### config.mk
export PLATFORM = sky130hd
export DESIGN_NAME = r5p_tcb_trace_fifo
export DESIGN_NICKNAME = d
export VERILOG_FILES = /design/src/rtl/r5p_tcb_trace_fifo.sv
export SDC_FILE = /design/constraint.sdc
export NUM_CORES = 1
export LEC_CHECK = 0
export BUFFER_PORTS_ARGS = -buffer_cell sky130_fd_sc_hd__buf_2
export CAP_MARGIN = 30
export CORE_ASPECT_RATIO = 1.1
export CORE_MARGIN = 4
export CORE_UTILIZATION = 65
export CTS_CLUSTER_SIZE = 14
export DETAILED_ROUTE_END_ITERATION = 10
export PLACE_DENSITY = 0.82
export SYNTH_ARGS = -nofsm -noshare
export SYNTH_HDL_FRONTEND = slang
export SYNTH_SLANG_ARGS = --single-unit
### constraint.sdc
create_clock -name clk -period 6.66 [get_ports clk]
set_input_delay 0.333 -clock clk [delete_from_list [all_inputs] [get_ports clk]]
set_output_delay 0.333 -clock clk [all_outputs]
set_load 0.02 [all_outputs]
### src/rtl/r5p_tcb_trace_fifo.sv
// ----------------------------------------------------------------------------
// r5p_tcb_trace_fifo
//
// Passive trace capture unit for the CPU TCB port. It watches completed bus
// transfers. Each transfer whose address falls inside
// [FLT_BGN, FLT_END] while capture is enabled becomes one record. A record holds
// the address, write flag, size and the cycle timestamp. Records are queued in a
// DEPTH-entry FIFO and drained over a valid/ready stream.
//
// The bus is never stalled. When the FIFO is full, a new record is dropped. A
// sticky overflow flag is set and a saturating drop counter is incremented.
//
// Ports
//   clk, rst          clock, asynchronous active-high reset
//   ena               capture enable (draining continues while low)
//   clr               synchronous flush: FIFO, drop counter, ovf, timestamp
//   tcb_trn           a bus transfer completes this cycle (vld & rdy)
//   tcb_wen/adr/siz   attributes of that transfer
//   trc_vld/trc_rdy   record stream handshake
//   trc_adr/wen/siz   record payload
//   trc_tim           record timestamp
//   trc_cnt           FIFO occupancy
//   trc_ovf           sticky: at least one record dropped
//   trc_drp           dropped record count (saturating)
//
// Handshake: a record is transferred on every cycle where trc_vld & trc_rdy
// is high. trc_vld never depends on trc_rdy. While trc_vld is high and
// trc_rdy is low, the payload holds steady. The payload reads as zero while
// the FIFO is empty.
// ----------------------------------------------------------------------------
module r5p_tcb_trace_fifo #(
  parameter int unsigned XLEN    = 32,
  parameter int unsigned DEPTH   = 16,
  parameter int unsigned TW      = 16,
  parameter int unsigned DW      = 8,
  parameter logic [XLEN-1:0] FLT_BGN = 32'h8000_0000,
  parameter logic [XLEN-1:0] FLT_END = 32'h8000_3fff
) (
  input  logic                       clk,
  input  logic                       rst,
  input  logic                       ena,
  input  logic                       clr,
  input  logic                       tcb_trn,
  input  logic                       tcb_wen,
  input  logic [XLEN-1:0]            tcb_adr,
  input  logic [1:0]                 tcb_siz,
  output logic                       trc_vld,
  input  logic                       trc_rdy,
  output logic [XLEN-1:0]            trc_adr,
  output logic                       trc_wen,
  output logic [1:0]                 trc_siz,
  output logic [TW-1:0]              trc_tim,
  output logic [$clog2(DEPTH):0]     trc_cnt,
  output logic                       trc_ovf,
  output logic [DW-1:0]              trc_drp
);

  localparam int unsigned AW = $clog2(DEPTH);
  localparam int unsigned CW = AW + 1;
  localparam int unsigned RW = XLEN + 1 + 2 + TW;

  // Record storage is not reset. Outputs are masked while the FIFO is empty.
  logic [RW-1:0]   r_mem [DEPTH];
  logic [AW-1:0]   r_wp;
  logic [AW-1:0]   r_rp;
  logic [CW-1:0]   r_cnt;
  logic [TW-1:0]   r_tim;
  logic            r_ovf;
  logic [DW-1:0]   r_drp;

  logic            w_in_win;
  logic            w_cap;
  logic            w_full;
  logic            w_vld;
  logic            w_pop;
  logic            w_push;
  logic            w_drop;
  logic [RW-1:0]   w_rec;

  assign w_in_win = (tcb_adr >= FLT_BGN) && (tcb_adr <= FLT_END);
  assign w_cap    = ena & tcb_trn & w_in_win;
  assign w_full   = (r_cnt == CW'(DEPTH));
  assign w_vld    = (r_cnt != '0);
  assign w_pop    = w_vld & trc_rdy;
  // A pop in the same cycle frees the slot, so a full FIFO can still accept.
  assign w_push   = w_cap & (~w_full | w_pop);
  assign w_drop   = w_cap & w_full & ~w_pop;

  // Free-running timestamp. It wraps naturally, and clr restarts it from zero.
  always_ff @(posedge clk or posedge rst) begin
    if (rst) begin
      r_tim <= '0;
    end else if (clr) begin
      r_tim <= '0;
    end else begin
      r_tim <= r_tim + TW'(1);
    end
  end

  always_ff @(posedge clk) begin
    if (w_push && !clr) begin
      r_mem[r_wp] <= {tcb_adr, tcb_wen, tcb_siz, r_tim};
    end
  end

  // Pointers, occupancy, overflow and drop count.
  // clr overrides any push, pop or drop in the same cycle.
  always_ff @(posedge clk or posedge rst) begin
    if (rst) begin
      r_wp  <= '0;
      r_rp  <= '0;
      r_cnt <= '0;
      r_ovf <= 1'b0;
      r_drp <= '0;
    end else if (clr) begin
      r_wp  <= '0;
      r_rp  <= '0;
      r_cnt <= '0;
      r_ovf <= 1'b0;
      r_drp <= '0;
    end else begin
      if (w_push) begin
        r_wp <= r_wp + AW'(1);
      end
      if (w_pop) begin
        r_rp <= r_rp + AW'(1);
      end
      case ({w_push, w_pop})
        2'b10:   r_cnt <= r_cnt + CW'(1);
        2'b01:   r_cnt <= r_cnt - CW'(1);
        default: r_cnt <= r_cnt;
      endcase
      if (w_drop) begin
        r_ovf <= 1'b1;
        if (r_drp != '1) begin
          r_drp <= r_drp + DW'(1);
        end
      end
    end
  end

  // First-word fall-through read from the head entry.
  assign w_rec = w_vld ? r_mem[r_rp] : '0;

  assign trc_vld = w_vld;
  assign trc_adr = w_rec[RW-1 -: XLEN];
  assign trc_wen = w_rec[TW+2];
  assign trc_siz = w_rec[TW+1 -: 2];
  assign trc_tim = w_rec[TW-1:0];
  assign trc_cnt = r_cnt;
  assign trc_ovf = r_ovf;
  assign trc_drp = r_drp;

endmodule

==> impl_summary.log, run 1 <==
INFO  metric outcome = finished, final reports clean
INFO  metric ys_types = 42
INFO  metric remaining_drc_errors = 0
INFO  metric grt_start_max_net_pins = 172
INFO  metric report.final.hold_viol_count = 0
INFO  metric routed.top_layer = met5
INFO  metric cts_buffers = 82
INFO  metric tritoncts = built
INFO  metric syn_to_final_growth = 13.3%
INFO  metric critical_path_class = reg2out
INFO  metric power_per_cell_area = 323 nW/um^2
INFO  metric met2_length = ~42000 um
INFO  metric synthArstFlopShare = between 4 and 5%
INFO  metric max_freq = approximately 240 MHz
INFO  metric synth_seq_cells = 854
INFO  metric clock_sinks = 854
INFO  metric grt.overflow.total = 0
INFO  metric cp_data_arrival_time = 3.83 ns
INFO  metric dr_total_vias = 16.4k
INFO  metric grt.total_usage = 30.6%
INFO  metric core_region_area = 50100 um^2
INFO  metric route.detailed.vias_per_inst = between 7 and 8
INFO  metric timing_worst_slew_pin_value = 1.05 ns
INFO  metric slowest_stage = sky130_fd_sc_hd__dfrtp_4
INFO  metric setup_repair_after_global_routing_missed_its_margin = no
INFO  metric slew_headroom = 29.7%
INFO  metric synth.yosys.warnings = 0
INFO  metric drv_slew = 0
INFO  metric detail_route.wl_per_cell = 35.1 um
INFO  metric syn_avg_cell_area = 23.2 um^2
INFO  metric met3RoutedLength = around 7600 um
INFO  metric finalWorstPathRequiredPeriod = 4.16 ns
INFO  metric dp_cells = 2156
INFO  metric cap_violations = 0
INFO  metric detailed_place_hpwl = 42700 um
INFO  metric crit_path_start_kind = register
INFO  metric clkLatencyLatePin = slightly above 0.6 ns
INFO  metric design.final.nets = 1635
INFO  metric dpl-instance-area = 34700 um^2
INFO  metric grt_pass1_vias = 17.0k
INFO  metric fillCellCount = 2544
INFO  metric timing.setup.tns = 0 ns
INFO  metric number_of_enable_flip_flop_cells_after_synthesis = 816
INFO  metric top_level_port_count = 107
INFO  metric drt-met1-wl = 29100 um
INFO  metric first_drt_pass_iteration_count = 5
INFO  metric fin_area = 37400 um^2
INFO  metric clock_edge_transition_at_the_registers_on_the_reported_setup_and_hold_paths = 0.06 ns
INFO  metric starting_density_of_the_core = about two thirds
INFO  metric cts-root-buf = sky130_fd_sc_hd__clkbuf_16
INFO  metric drt_wl_total = a little over 80000 um
INFO  metric ir_worst_vdd = ~0.4 mV
INFO  metric synth.yosys.seq_area_share = 77.1%
INFO  metric overall_power_of_the_completed_layout = 12100 uW
INFO  metric netlist_instances = between 1k and 1.5k
INFO  metric drt-initial-drc-count = 2630
INFO  metric post-cts-setup-buffers = 0
INFO  metric final_min_period_over_clock_period = 62.5%
INFO  metric cts.path.max_buffers = 3
INFO  metric post_synth_instance_area = 33000 um^2
INFO  metric synthFlopType = sky130_fd_sc_hd__edfxtp_1
INFO  metric timing.critical_path.cells = buf_4 > mux4_2 > mux4_2 > and2_1 > buf_2
INFO  metric grt_pass1_wl = 121000 um
INFO  metric synth.net_count = about 1.5k
INFO  metric htree_levels = 3
INFO  metric std_cell_rows = 86
INFO  metric die_area = 54500 um^2
INFO  metric layoutNonFillerInstCount = around 2.3k
INFO  metric cp_common_cell = sky130_fd_sc_hd__mux4_2
INFO  metric share_of_final_layout_standard_cells_stronger_than_drive_strength_1 = 33.0%
INFO  metric setup_viol = 0
INFO  metric timing.critical_path.fanout_max = 41
INFO  metric die_x = 223 um
INFO  metric hold_path_class = in2reg
INFO  metric io_buffers = 106
INFO  metric skew = 0.0185 ns
INFO  metric critPathRequiredTime = 6.33 ns
INFO  metric route.antenna.remaining_nets = 0
INFO  metric antenna_found_initial = 5
INFO  metric rd_place_congestion = 0.759
INFO  metric fp.dieH = 244 um
INFO  metric power.static_leakage = 0.0119 uW
INFO  metric cpPeakStageDelay = 1.01 ns
INFO  metric worstSetupEndpointType = output pin
registers in the layout, indices dropped and copies added, names as in the netlist:
register	cells
r_mem	816
r_wp	4
trc_cnt	5
r_rp	4
trc_drp	8
trc_ovf	1
r_tim	16
through the flow:
step / hold WS (ns) / worst slack (ns) / util (%)
global route: 0.0950 / 2.27 / 74.7
detailed placement: 0.473 / 2.16 / 69.2
global placement: 0.462 / 2.29 / 68.7
finish: 0.0927 / 2.50 / 74.7
CTS: 0.0703 / 2.40 / 74.6
floorplan: 0.432 / 2.41 / -
path summary, 6_finish.rpt:
kind                       slack, ns        start             to  cells after the start
setup / recovery                2.50      r_rp[0]     trc_tim[2]                      5
hold / removal                  0.09  tcb_adr[31]   r_mem[6][50]                      1
setup reg to reg                3.18   trc_cnt[0]  r_mem[14][32]                      6
hold reg to reg                 0.51      trc_ovf        trc_ovf                      2
max in group asynchronous       5.88          rst        r_rp[1]                      4
min in group asynchronous       0.37          rst      r_tim[12]                      4
power breakdown:
group	leakage [uW]	total [uW]	internal, uW	switching (uW)
logic	0.00269	1520	647	871
registers	0.00789	5930	5870	61.1
clock network	0.00130	4660	2670	1980
total	0.0119	12100	9190	2920
worst max-delay path, delay by kind of cell (launching register included):
family | cells | cell delay [ns]
buffers and inverters | 2 | 0.81
muxes | 2 | 1.17
DFF | 1 | 1.01
and+or+nand+nor | 1 | 0.18
synth_stat cells (2+ instances only):
cell	instances	area [um^2]
sky130_fd_sc_hd__nand3_1	14	70.1
sky130_fd_sc_hd__mux4_2	255	5740
sky130_fd_sc_hd__ha_1	10	125
sky130_fd_sc_hd__mux2i_1	3	30.0
sky130_fd_sc_hd__buf_2	18	90.1
sky130_fd_sc_hd__a311oi_1	4	35.0
sky130_fd_sc_hd__edfxtp_1	816	24500
sky130_fd_sc_hd__a21o_1	2	15.0
sky130_fd_sc_hd__or3_1	2	12.5
sky130_fd_sc_hd__xnor2_1	7	61.3
sky130_fd_sc_hd__xor2_1	14	123
sky130_fd_sc_hd__nor2b_1	6	37.5
sky130_fd_sc_hd__nor4_1	4	25.0
sky130_fd_sc_hd__nor3b_1	2	15.0
sky130_fd_sc_hd__and4_1	3	26.3
sky130_fd_sc_hd__buf_1	6	22.5
sky130_fd_sc_hd__a31oi_1	2	12.5
sky130_fd_sc_hd__mux2_2	3	33.8
sky130_fd_sc_hd__and3_1	6	37.5
sky130_fd_sc_hd__a21oi_1	9	45.0
sky130_fd_sc_hd__nor3_1	2	10.0
sky130_fd_sc_hd__dfrtp_1	38	951
sky130_fd_sc_hd__inv_1	9	33.8
sky130_fd_sc_hd__nor2_1	45	169
sky130_fd_sc_hd__and2_1	58	363
sky130_fd_sc_hd__clkbuf_1	46	173
sky130_fd_sc_hd__nand2_1	15	56.3
sky130_fd_sc_hd__o21ai_0	5	25.0
sky130_fd_sc_hd__nand4_1	6	37.5
final cells by class:
| cell class | count | area [um^2] | share of cell area, % |
|---|---|---|---|
| Multi-Input combinational cell | 490 | 7380 | 19.7 |
| Clock buffer | 107 | 2220 | 5.93 |
| Tap cell | 660 | 826 | 2.21 |
| Sequential cell | 854 | 25500 | 68.0 |
| Antenna cell | 3 | 7.51 | 0.0201 |
| Inverter | 9 | 33.8 | 0.0902 |
| Clock inverter | 43 | 449 | 1.20 |
| Timing Repair Buffer | 146 | 1050 | 2.81 |
routing by layer:
metal | vias to the layer above | track usage, %
met4 | 4 | 8.61
met5 | - | 0
met3 | 148 | 5.11
met1 | 8673 | 43.9
li1 | 6336 | -
met2 | 1237 | 50.6
layout by cell type, fill, tap and decap left out, types with 3 or more instances in the layout:
| cell | n |
|---|---|
| sky130_fd_sc_hd__nor2_1 | 29 |
| sky130_fd_sc_hd__mux2_2 | 3 |
| sky130_fd_sc_hd__edfxtp_1 | 816 |
| sky130_fd_sc_hd__dfrtp_4 | 3 |
| sky130_fd_sc_hd__dfrtp_1 | 34 |
| sky130_fd_sc_hd__nor2_4 | 16 |
| sky130_fd_sc_hd__clkinv_8 | 3 |
| sky130_fd_sc_hd__buf_4 | 23 |
| sky130_fd_sc_hd__buf_2 | 106 |
| sky130_fd_sc_hd__o21ai_0 | 5 |
| sky130_fd_sc_hd__xor2_1 | 14 |
| sky130_fd_sc_hd__and4_1 | 3 |
| sky130_fd_sc_hd__mux4_2 | 255 |
| sky130_fd_sc_hd__bufinv_16 | 8 |
| sky130_fd_sc_hd__and2_1 | 58 |
| sky130_fd_sc_hd__a21oi_1 | 9 |
| sky130_fd_sc_hd__a311oi_1 | 4 |
| sky130_fd_sc_hd__nand4_1 | 6 |
| sky130_fd_sc_hd__clkbuf_16 | 84 |
| sky130_fd_sc_hd__clkinv_1 | 16 |
| sky130_fd_sc_hd__nor4_1 | 4 |
| sky130_fd_sc_hd__buf_16 | 4 |
| sky130_fd_sc_hd__mux2i_1 | 3 |
| sky130_fd_sc_hd__buf_12 | 11 |
| sky130_fd_sc_hd__ha_1 | 10 |
| sky130_fd_sc_hd__inv_1 | 8 |
| sky130_fd_sc_hd__nand2_1 | 15 |
| sky130_fd_sc_hd__clkbuf_1 | 20 |
| sky130_fd_sc_hd__and3_1 | 6 |
| sky130_fd_sc_hd__clkinv_2 | 12 |
| sky130_fd_sc_hd__xnor2_1 | 7 |
| sky130_fd_sc_hd__nand3_1 | 14 |
| sky130_fd_sc_hd__nor2b_1 | 6 |
| sky130_fd_sc_hd__clkbuf_8 | 3 |
| sky130_fd_sc_hd__diode_2 | 3 |
cell families (layout without fill, tap and decap cells):
kind of cell / after synthesis / after routing / synth area share, %
flops: 854 / 854 / 77.1
mux: 262 / 262 / 17.6
simple gates: 171 / 171 / 2.88
buf+inv: 79 / 305 / 0.966
compound gates: 25 / 25 / 0.473
xor+xnor: 21 / 21 / 0.557
fa+ha+maj: 11 / 11 / 0.439
other cells: 0 / 3 / 0
repair_timing:
item	4_1_cts	5_1_grt
gates resized for setup	0	0
hold buffers	2	0
endpoints found under the hold margin	39	0
Note: power is estimated with default switching activity, not from simulation.
==> run 2: changes to the inputs <==
--- a/config.mk
+++ b/config.mk
@@ -9,10 +9,10 @@
 export CAP_MARGIN = 30
 export CORE_ASPECT_RATIO = 1.1
 export CORE_MARGIN = 4
-export CORE_UTILIZATION = 65
+export CORE_UTILIZATION = 56
 export CTS_CLUSTER_SIZE = 14
 export DETAILED_ROUTE_END_ITERATION = 10
-export PLACE_DENSITY = 0.82
+export PLACE_DENSITY = 0.75
 export SYNTH_ARGS = -nofsm -noshare
 export SYNTH_HDL_FRONTEND = slang
 export SYNTH_SLANG_ARGS = --single-unit
==> constraint.sdc (replaced) <==
create_clock -name clk -period 3.8 [get_ports clk]
set_input_delay 0.19 -clock clk [delete_from_list [all_inputs] [get_ports clk]]
set_output_delay 0.19 -clock clk [all_outputs]
set_load 0.02 [all_outputs]
==> run 2 against run 1 <==
Effect of this change: total power up 72%; critical path depth up 1; worst setup slack worse by 2.2 ns; clock skew is 0.0032 ns higher; non-clock buffer count up 50; routed wire length shrank 9.7%; critical endpoint is now trc_adr[8]; clock-buffer cell count down 3; global-route usage decreased by 6.8 points; flip-flop and latch count did not move; combinational power grew 78%.
==> impl_summary.log, run 2 (synthesis results as in run 1) <==
INFO  metric outcome = finished, final reports clean
INFO  metric cpPeakStageDelay = 0.72 ns
INFO  metric ir_worst_vdd = 0.406 mV
INFO  metric grt_pass1_wl = around 110000 um
INFO  metric cap_violations = 0
INFO  metric timing.critical_path.fanout_max = 21
INFO  metric clock_edge_transition_at_the_registers_on_the_reported_setup_and_hold_paths = about 0.06 ns
INFO  metric worstSetupEndpointType = output pin
INFO  metric cts.path.max_buffers = 3
INFO  metric worstReg2RegEnd = trc_cnt[4]
INFO  metric route.antenna.remaining_nets = 0
INFO  metric whs_path_depth = 2
INFO  metric registers.top_by_ff_count = r_mem
INFO  metric drt-initial-drc-count = around 2.0k
INFO  metric final_common_cell = sky130_fd_sc_hd__edfxtp_1
INFO  metric slowest_stage = sky130_fd_sc_hd__dfrtp_4
INFO  metric core_region_area = 58500 um^2
INFO  metric htree_levels = 3
INFO  metric pwr-share-comb = 13.0%
INFO  metric setup.worst_path.start = r_rp[0]
INFO  metric grt_pass1_vias = roughly 17k
INFO  metric critical_path_class = reg2out
INFO  metric clock_sinks = ~850
INFO  metric pwr-share-clk = between 30% and 40%
INFO  metric crit_path_start_kind = register
INFO  metric detailed_place_hpwl = around 38000 um
INFO  metric critical_path.reg2reg.startpoint = trc_cnt[2]
INFO  metric antenna_found_initial = 2
INFO  metric report.final.hold_viol_count = 0
INFO  metric timing.setup.tns = 0 ns
INFO  metric ff2ff_path_depth = 10
INFO  metric die_area = around 63000 um^2
INFO  metric max_freq = 290 MHz
INFO  metric rrSetupSlack = between 0.5 and 0.6 ns
INFO  metric share_of_final_layout_standard_cells_stronger_than_drive_strength_1 = 33.0%
INFO  metric timing.critical_path.cells = buf_12 > buf_12 > mux4_2 > mux4_2 > and2_1 > buf_2
INFO  metric pre_cts_ws = roughly 0.60 ns
INFO  metric finalWorstPathRequiredPeriod = around 3.5 ns
INFO  metric setup_slack = between 0.3 and 0.4 ns
INFO  metric grt_start_max_net_pins = 61
INFO  metric cp_top_family = multiplexers
INFO  metric fp.dieH = 263 um
INFO  metric mostFrequentLayoutCells = sky130_fd_sc_hd__edfxtp_1 (816), sky130_fd_sc_hd__mux4_2 (255), sky130_fd_sc_hd__buf_2 (106)
INFO  metric remaining_drc_errors = 0
INFO  metric slew_headroom = 41.3%
INFO  metric grt.total_usage = approximately a quarter
INFO  metric drv_slew = 0
INFO  metric std_cell_rows = 93
INFO  metric tritoncts = built
INFO  metric setup_repair_after_global_routing_missed_its_margin = no
INFO  metric hold_path_class = in2reg
INFO  metric power.sequential.fraction = 49.8%
INFO  metric grt.overflow.total = 0
INFO  metric hold_path_startpoint = clr
INFO  metric int_pwr = 15800 uW
INFO  metric flip_flop_count_of_the_largest_register_all_copies_and_words_added = between 800 and 900
INFO  metric design.final.nets = roughly 1.7k
INFO  metric diode_count = 0
INFO  metric skew = 0.0218 ns
INFO  metric power.static_leakage = ~0.012 uW
INFO  metric cts-root-buf = sky130_fd_sc_hd__clkbuf_16
INFO  metric power_per_cell_area = 547 nW/um^2
INFO  metric cts_buffers = 83
INFO  metric syn_to_final_growth = 15.2%
INFO  metric endpoint_of_the_worst_hold_path = trc_ovf
INFO  metric rd_place_congestion = 0.756
INFO  metric cp_data_arrival_time = roughly 3.3 ns
INFO  metric io_buffers = around 110
INFO  metric top_level_port_count = 107
INFO  metric timing_worst_slew_pin_value = 0.881 ns
INFO  metric dr_total_vias = 15.8k
INFO  metric die_x = 240 um
INFO  metric first_drt_pass_iteration_count = 7
INFO  metric route.detailed.vias_per_inst = 6.44
INFO  metric setup_viol = 0
INFO  metric crit_buf_inv = 3
INFO  metric drt_wl_total = 73200 um
INFO  metric critPathRequiredTime = 3.61 ns
INFO  metric overall_power_of_the_completed_layout = approximately 21000 uW
INFO  metric detail_route.wl_per_cell = around 30 um
INFO  metric final.hold.worst_slack = between 0.15 and 0.2 ns
INFO  metric starting_density_of_the_core = 56.4%
INFO  metric final_min_period_over_clock_period = 90.9%
INFO  metric power.switching = slightly above 5000 uW
INFO  metric clkLatencyLatePin = 0.63 ns
INFO  metric netSwitchingFraction = 24.2%
run 2: cell count changes in the layout (fill, tap and decap cells not counted), moves of 3 or more:
| cell | before | now |
|---|---|---|
| sky130_fd_sc_hd__dlygate4sd3_1 | 2 | 37 |
| sky130_fd_sc_hd__buf_12 | 11 | 30 |
| sky130_fd_sc_hd__bufinv_16 | 8 | 3 |
| sky130_fd_sc_hd__clkinv_2 | 12 | 17 |
| sky130_fd_sc_hd__buf_16 | 4 | 0 |
| sky130_fd_sc_hd__diode_2 | 3 | 0 |
run 2: final cells by class:
type                       count  area [um^2]
clock inverter                46          383
timing repair buffer         196         1670
clock buffer                 104         2170
inverter                       9         33.8
multi-input combinational    490         7380
sequential                   854        25500
tap                          760          951
fill                        3627        20500
run 2: power groups by stage:
stage	Clock, uW	Combinational (uW)	Sequential (uW)
after floorplan	0	1810	10500
after global placement	0	2650	10600
after detailed placement	0	2690	10600
after CTS	7900	2750	10400
after global routing	8310	2900	10400
final	7760	2700	10400
run 2: routing by layer:
layer | wire [um] | track usage, %
met4 | 1740 | 7.30
met5 | 0 | 0
met1 | 28800 | 34.2
met3 | 5270 | 4.11
met2 | 37400 | 38.3
run 2: how the worst max path moves through the flow:
stage               slack (ns)  cells past startpoint            to
detailed placement        0.60                     10    trc_cnt[4]
global route              0.19                      6    trc_adr[8]
floorplan                -0.30                      5  r_mem[12][0]
finish                    0.35                      6    trc_adr[8]
CTS                       0.26                      6    trc_adr[4]
global placement          0.75                     11    trc_cnt[4]
run 2: what timing repair did:
item	CTS	global route
buffers inserted	0	0
resized for setup	0	0
hold endpoints to repair	585	0
hold buffers	37	0
run 2: worst reg2reg max path: stages, from the launching register on:
cell,delay (ns)
sky130_fd_sc_hd__dfrtp_1,0.41
sky130_fd_sc_hd__or4_4,0.57
sky130_fd_sc_hd__o21ai_1,0.41
sky130_fd_sc_hd__a21oi_1,0.29
sky130_fd_sc_hd__inv_1,0.22
sky130_fd_sc_hd__fa_1,0.24
sky130_fd_sc_hd__inv_1,0.06
sky130_fd_sc_hd__a21o_1,0.17
sky130_fd_sc_hd__a21oi_1,0.18
sky130_fd_sc_hd__mux2i_1,0.24
sky130_fd_sc_hd__mux2_2,0.36
run 2: through the flow:
stage | cell area, um^2 | cells | util (%)
3_5_place_dp | 35100 | 2272 | 60.0
3_3_place_gp | 35100 | 2271 | 60.0
6_report | 38100 | 2459 | 65.0
5_1_grt | 38100 | 2459 | 65.0
2_1_floorplan | 33000 | 1423 | -
4_1_cts | 38100 | 2459 | 65.0
